**src/rtl/tanimoto_ctrl_pkg.sv**
```systemverilog
// Shared types for the tanimoto job controller.
// Holds the FSM state encoding and the pair-counter width.
package tanimoto_ctrl_pkg;

  localparam int PAIR_CNT_WIDTH = 32;

  typedef enum logic [2:0] {
    S_IDLE   = 3'd0,
    S_LOAD   = 3'd1,
    S_CMPNO  = 3'd2,
    S_STREAM = 3'd3,
    S_DRAIN  = 3'd4,
    S_DONE   = 3'd5
  } state_t;

endpackage

```
**src/rtl/tanimoto_job_ctrl_axis_beat_gate.sv**
```systemverilog
// Input-beat admission gate: counts down admitted beats.
// Ports: load/count, gate enable, src valid/ready, core valid/read, last-beat pulse.
module axis_beat_gate #(
  parameter int BEAT_CNT_WIDTH = 32
) (
  input  logic                      ap_clk,
  input  logic                      ap_rst,
  input  logic                      i_Load,
  input  logic [BEAT_CNT_WIDTH-1:0] i_LoadCount,
  input  logic                      i_Gate,
  input  logic                      i_Src_Valid,
  input  logic                      i_Core_Read,
  output logic                      o_Src_Ready,
  output logic                      o_Core_Valid,
  output logic                      o_LastBeat,
  output logic                      o_Zero
);

  logic [BEAT_CNT_WIDTH-1:0] beats_left;
  logic                      fire;

  assign o_Src_Ready  = i_Core_Read & i_Gate;
  assign o_Core_Valid = i_Src_Valid & i_Gate;
  assign fire         = i_Src_Valid & i_Core_Read & i_Gate;
  assign o_LastBeat   = fire & (beats_left == BEAT_CNT_WIDTH'(1));
  assign o_Zero       = (beats_left == '0);

  always_ff @(posedge ap_clk or posedge ap_rst) begin
    if (ap_rst) begin
      beats_left <= '0;
    end else if (i_Load) begin
      beats_left <= i_LoadCount;
    end else if (fire && !o_Zero) begin
      beats_left <= beats_left - BEAT_CNT_WIDTH'(1);
    end
  end

endmodule

```
**src/rtl/tanimoto_job_ctrl.sv**
```systemverilog
// Job sequencer: threshold BRAM load, CmpVectorNo handshake,
// beat-limited input admission and final ID-pair drain.
// Ports: host start/done/busy, THR stream, BRAM port, CmpVectorNo
// handshake, input-stream gating, ID-pair stream taps.
module tanimoto_job_ctrl
  import tanimoto_ctrl_pkg::*;
#(
  parameter int BUS_WIDTH      = 512,
  parameter int VECTOR_WIDTH   = 920,
  parameter int VEC_ID_WIDTH   = 8,
  parameter int CNT_WIDTH      = $clog2(VECTOR_WIDTH),
  parameter int THR_DEPTH      = VECTOR_WIDTH,
  parameter int BEAT_CNT_WIDTH = 32
) (
  input  logic                      ap_clk,
  input  logic                      ap_rst,
  input  logic                      i_Start,
  input  logic [VEC_ID_WIDTH-1:0]   i_CmpVectorNo,
  input  logic [BEAT_CNT_WIDTH-1:0] i_BeatCount,
  output logic                      o_Busy,
  output logic                      o_Done,
  output logic [PAIR_CNT_WIDTH-1:0] o_PairCount,
  input  logic [CNT_WIDTH-1:0]      S_AXIS_THR_tdata,
  input  logic                      S_AXIS_THR_tvalid,
  output logic                      S_AXIS_THR_tready,
  output logic [CNT_WIDTH-1:0]      o_BRAM_Addr,
  output logic [CNT_WIDTH-1:0]      o_BRAM_Din,
  output logic                      o_BRAM_En,
  output logic                      o_BRAM_WrEn,
  output logic [VEC_ID_WIDTH-1:0]   o_CmpVectorNo,
  output logic                      o_CmpVectorNoValid,
  input  logic                      i_CmpVectorNoWack,
  input  logic                      i_Src_Valid,
  output logic                      o_Src_Ready,
  output logic                      o_Core_Valid,
  input  logic                      i_Core_Read,
  input  logic                      i_Pair_Valid,
  input  logic                      i_Pair_Ready,
  input  logic                      i_Pair_Last
);

  state_t               state;
  logic [CNT_WIDTH-1:0] thr_addr;
  logic                 last_seen;
  logic                 thr_hs;
  logic                 pair_hs;
  logic                 tlast_hs;
  logic                 start_hs;
  logic                 gate;
  logic                 last_beat;
  logic                 beat_zero;

  assign thr_hs   = S_AXIS_THR_tready & S_AXIS_THR_tvalid;
  assign pair_hs  = i_Pair_Valid & i_Pair_Ready;
  assign tlast_hs = pair_hs & i_Pair_Last;
  assign start_hs = (state == S_IDLE) & i_Start;
  assign gate     = (state == S_STREAM);

  axis_beat_gate #(
    .BEAT_CNT_WIDTH(BEAT_CNT_WIDTH)
  ) u_gate (
    .ap_clk      (ap_clk),
    .ap_rst      (ap_rst),
    .i_Load      (start_hs),
    .i_LoadCount (i_BeatCount),
    .i_Gate      (gate),
    .i_Src_Valid (i_Src_Valid),
    .i_Core_Read (i_Core_Read),
    .o_Src_Ready (o_Src_Ready),
    .o_Core_Valid(o_Core_Valid),
    .o_LastBeat  (last_beat),
    .o_Zero      (beat_zero)
  );

  always_ff @(posedge ap_clk or posedge ap_rst) begin
    if (ap_rst) begin
      state              <= S_IDLE;
      thr_addr           <= '0;
      last_seen          <= 1'b0;
      o_Busy             <= 1'b0;
      o_Done             <= 1'b0;
      o_PairCount        <= '0;
      S_AXIS_THR_tready  <= 1'b0;
      o_BRAM_Addr        <= '0;
      o_BRAM_Din         <= '0;
      o_BRAM_En          <= 1'b0;
      o_BRAM_WrEn        <= 1'b0;
      o_CmpVectorNo      <= '0;
      o_CmpVectorNoValid <= 1'b0;
    end else begin
      o_BRAM_En   <= 1'b0;
      o_BRAM_WrEn <= 1'b0;
      if (o_Busy && pair_hs && (o_PairCount != '1))
        o_PairCount <= o_PairCount + PAIR_CNT_WIDTH'(1);
      if (o_Busy && tlast_hs)
        last_seen <= 1'b1;
      unique case (state)
        S_IDLE: begin
          if (i_Start) begin
            state             <= S_LOAD;
            o_Busy            <= 1'b1;
            S_AXIS_THR_tready <= 1'b1;
            o_CmpVectorNo     <= i_CmpVectorNo;
            o_PairCount       <= '0;
            last_seen         <= 1'b0;
            thr_addr          <= '0;
          end
        end
        S_LOAD: begin
          if (thr_hs) begin
            o_BRAM_En   <= 1'b1;
            o_BRAM_WrEn <= 1'b1;
            o_BRAM_Addr <= thr_addr;
            o_BRAM_Din  <= S_AXIS_THR_tdata;
            thr_addr    <= thr_addr + CNT_WIDTH'(1);
            if (thr_addr == CNT_WIDTH'(THR_DEPTH - 1)) begin
              state              <= S_CMPNO;
              S_AXIS_THR_tready  <= 1'b0;
              o_CmpVectorNoValid <= 1'b1;
            end
          end
        end
        S_CMPNO: begin
          if (i_CmpVectorNoWack) begin
            o_CmpVectorNoValid <= 1'b0;
            state <= beat_zero ? S_DRAIN : S_STREAM;
          end
        end
        S_STREAM: begin
          // a tlast landing with the final beat counts as already seen
          if (last_beat) begin
            if (last_seen || tlast_hs) begin
              state  <= S_DONE;
              o_Done <= 1'b1;
            end else begin
              state <= S_DRAIN;
            end
          end
        end
        S_DRAIN: begin
          if (tlast_hs) begin
            state  <= S_DONE;
            o_Done <= 1'b1;
          end
        end
        S_DONE: begin
          state  <= S_IDLE;
          o_Done <= 1'b0;
          o_Busy <= 1'b0;
        end
        default: state <= S_IDLE;
      endcase
    end
  end

endmodule

```
**config.mk**
```make
export PLATFORM = sky130hd
export DESIGN_NAME = tanimoto_job_ctrl
export DESIGN_NICKNAME = d
export VERILOG_FILES = /design/src/rtl/tanimoto_ctrl_pkg.sv /design/src/rtl/tanimoto_job_ctrl_axis_beat_gate.sv /design/src/rtl/tanimoto_job_ctrl.sv
export SDC_FILE = /design/constraint.sdc
export NUM_CORES = 1
export LEC_CHECK = 0
export BUFFER_PORTS_ARGS = -buffer_cell sky130_fd_sc_hd__buf_2
export CORE_MARGIN = 5
export CORE_UTILIZATION = 35
export CTS_CLUSTER_DIAMETER = 100
export CTS_CLUSTER_SIZE = 20
export DETAILED_ROUTE_END_ITERATION = 12
export SYNTH_ARGS = -nofsm -noshare
export SYNTH_HDL_FRONTEND = slang
export SYNTH_SLANG_ARGS = --single-unit
export TNS_END_PERCENT = 30
```
**constraint.sdc**
```tcl
create_clock -name ap_clk -period 3.62 [get_ports ap_clk]
set_input_delay 0.362 -clock ap_clk [delete_from_list [all_inputs] [get_ports ap_clk]]
set_output_delay 0.362 -clock ap_clk [all_outputs]
set_load 0.01 [all_outputs]
```
==> results.py <==
metrics = {
    "setup_path": {
        "critPathArrivalTime_ns": 2.76,
        "cp_top_family": "simple AND/OR/NAND/NOR gates",
        "crit_path_start_kind": "register",
        "critPathBufInv": 0,
        "crit_chain": "ha_1, nand4_1, nor4_1, a31oi_2, or3b_2, xor2_1, nor2_1",
        "crit_path_end_kind": "register",
        "slowest_delay_ns": 0.74,
        "slowest_stage": "a31oi_2",
        "cp.required_ns": 3.86,
        "reg2reg_slack_ns": 1.10,
        "crit_type": "reg2reg",
        "cp_max_fo": 19,
    },
    "clock_network": {
        "cts_root_buf": "clkbuf_16",
        "post_cts_resized": 0,
        "holdBufCountCts": 0,
        "cts.sinks": 111,
        "post_cts_buffers": 0,
        "clk_latency_ns": 0.36,
        "cts_buffers": 9,
        "cts_tree": "done",
        "htreeDepth": 3,
        "cts_max_path_buffers": 2,
        "cts.reportedPaths.clkPinSlew_ns": 0.08,
    },
    "worst_hold_path": {
        "worstHoldPathType": "in2async",
    },
    "drt": {
        "routedWlPerCell_um": 14.8,
        "drt-initial-drc-count": 243,
        "num_vias": 4809,
        "wl_um": 14500,
        "drc": 0,
        "avgViaCountPerCell": 4.93,
        "drtPass1Iterations": 4,
        "ant_nets": 0,
    },
    "yosys": {
        "syn_area_um2": 5710,
        "yosysWarnings": 0,
        "synth_top_family_by_area": "simple AND/OR/NAND/NOR gates",
        "ys_seq_area_share_pct": 48.6,
        "synth_nets": 699,
        "synth_top_flop_cell": "dfrtp_1",
        "synth_xor_xnor_area_share_pct": 9.51,
        "synthAdderAreaFrac_pct": 1.10,
        "ys_seq_elements": 111,
        "syn_avg_cell_area_um2": 9.01,
        "synthArstFlopShare_pct": 100,
        "synthMuxAreaShare_pct": 0.175,
        "yosys.area_share.simple_pct": 29.9,
        "ys_types": 49,
        "synth-edff-count": 0,
        "netlist_instances": 634,
        "synth_compound_area_share_pct": 7.60,
    },
    "cells_and_area": {
        "design_area_um2": 6880,
        "area_delta_synth_final_pct": 20.4,
        "fin_cells": 975,
        "antenna_cells": 0,
        "drive_gt1_share_pct": 22.5,
        "nets": 819,
    },
    "timing": {
        "period_share_pct": 69.7,
        "fin_setup_tns_ns": 0,
        "clock_skew_ns": 0.00648,
        "fin_crit_ns": 2.52,
        "tightestPinTransition_ns": 0.878,
        "timing.slew.headroom_pct": 41.3,
        "drv_slew": 0,
        "finalSetupViolCount": 0,
        "max_freq_ghz": 0.396,
        "hold_viol_final": 0,
        "rsz0062_at_grt": "no",
    },
    "grt": {
        "grt_max_degree": 59,
        "grt-ovfl-total": 0,
        "grt_pass1_wl_um": 23500,
        "first_global_vias": 4623,
        "grt.total_usage_pct": 15.5,
        "antenna_found_initial": 0,
    },
    "floorplan": {
        "coreArea_um2": 15900,
        "io_pins": 128,
        "die_y_um": 138,
        "rows": 46,
        "initial_core_util_pct": 35.8,
        "dieArea_um2": 19000,
        "fp.dieW_um": 138,
    },
    "place": {
        "routabilityCongestion": 0.804,
        "place_hpwl_um": 10300,
        "place_area_um2": 6580,
        "numPortBuffers": 127,
        "placed_cells": 959,
    },
    "run_status": {
        "outcome": "finished clean",
    },
    "power": {
        "p_total_w": 0.00414,
        "p_leak_nw": 3.15,
        "ir_worst_vdd_mv": 0.230,
        "power-per-cell-area_nw_per_um2": 601,
    },
    "job": {
        "drv_cap": 0,
    },
}
-- state kept, by name, indices dropped and copies added (netlist names) --
register and flops:
o_BRAM_WrEn 1, o_BRAM_Din 10, u_gate.beats_left 32, state 3, o_CmpVectorNoValid 1, last_seen 1, thr_addr 10, o_CmpVectorNo 8
o_PairCount 32, o_BRAM_Addr 10, o_Done 1, o_Busy 1, S_AXIS_THR_tready 1
-- cell usage after synthesis, types with 2 or more instances --
library cell,number,area share (%)
or3_1,14,1.5
nor4_4,4,1.5
nor3_2,2,0.35
and3_1,15,1.6
xor2_1,22,3.4
nor4_2,4,0.88
and4_1,5,0.77
buf_2,3,0.26
and2_1,3,0.33
ha_1,5,1.1
or4_1,5,0.66
nor2_1,72,4.7
inv_1,13,0.85
nor3_1,19,1.7
nand2b_1,2,0.22
nor4_1,17,1.9
a21oi_1,31,2.7
nor4b_1,2,0.31
clkbuf_1,18,1.2
nand2_1,123,8.1
nor3b_1,2,0.26
a211o_1,2,0.31
xnor2_1,40,6.1
and4b_1,2,0.35
nand4_1,23,2.5
nand3_1,17,1.5
buf_1,3,0.20
o21ai_0,35,3.1
dfrtp_1,111,49
-- routing by layer --
metal	routed length (um)	vias to the layer above	global-route usage, %
met5	0	-	0
met4	183	0	4.56
met3	741	14	3.29
met2	6660	89	25.1
met1	6880	2288	21.1
li1	-	2418	-
-- cells by family (layout without fill, tap and decap cells) --
family          after synthesis  after routing
compound gates               78             78
xor+xnor                     62             62
fa+ha+maj                     5              5
buf+inv                      40            165
flops                       111            111
mux                           1              1
simple gates                337            337
-- path summary, 6_finish.rpt --
check,startpoint,endpoint,cells after the start
max in group asynchronous,ap_rst,u_gate.beats_left[10],3
min in group ap_clk,S_AXIS_THR_tdata[6],o_BRAM_Din[6],3
worst max register to register,o_PairCount[0],o_PairCount[6],7
worst max-delay path,o_PairCount[0],o_PairCount[6],7
worst min register to register,o_CmpVectorNo[6],o_CmpVectorNo[6],2
worst min-delay path,ap_rst,o_PairCount[21],2
-- stage by stage --
| stage | hold slack (ns) | setup WS (ns) | util (%) |
|---|---|---|---|
| floorplan | 0.467 | 0.327 | - |
| global placement | 0.455 | 1.14 | 41.3 |
| detailed placement | 0.458 | 1.10 | 41.3 |
| CTS | 0.164 | 1.09 | 43.1 |
| global route | 0.182 | 0.846 | 43.1 |
| finish | 0.140 | 1.10 | 43.1 |
-- placed cells by master (no fill, tap or decap), drive strengths merged, types with 15 or more instances in the layout --
cell and count:
a21oi 32, and3 15, buf 136, dfrtp 111
inv 16, nand2 123, nand3 17, nand4 23
nor2 72, nor3 21, nor4 25, o21ai 36
xnor2 40, xor2 22
-- final cells by class --
type                            instances  area, um2
Clock buffer                            9        225
Clock inverter                          7       72.6
Fill cell                            1645       9060
Inverter                               13       51.3
Multi-Input combinational cell        483       2770
Sequential cell                       111       2780
Tap cell                              216        270
Timing Repair Buffer                  136        716
-- power by group --
group / switching, W / internal [W] / total (W)
Clock: 0.000511 / 0.000489 / 0.000999
Sequential: 0.000391 / 0.00161 / 0.00200
Combinational: 0.000622 / 0.000513 / 0.00114
Total: 0.00152 / 0.00261 / 0.00414
Power figures use the tool's default switching activity.
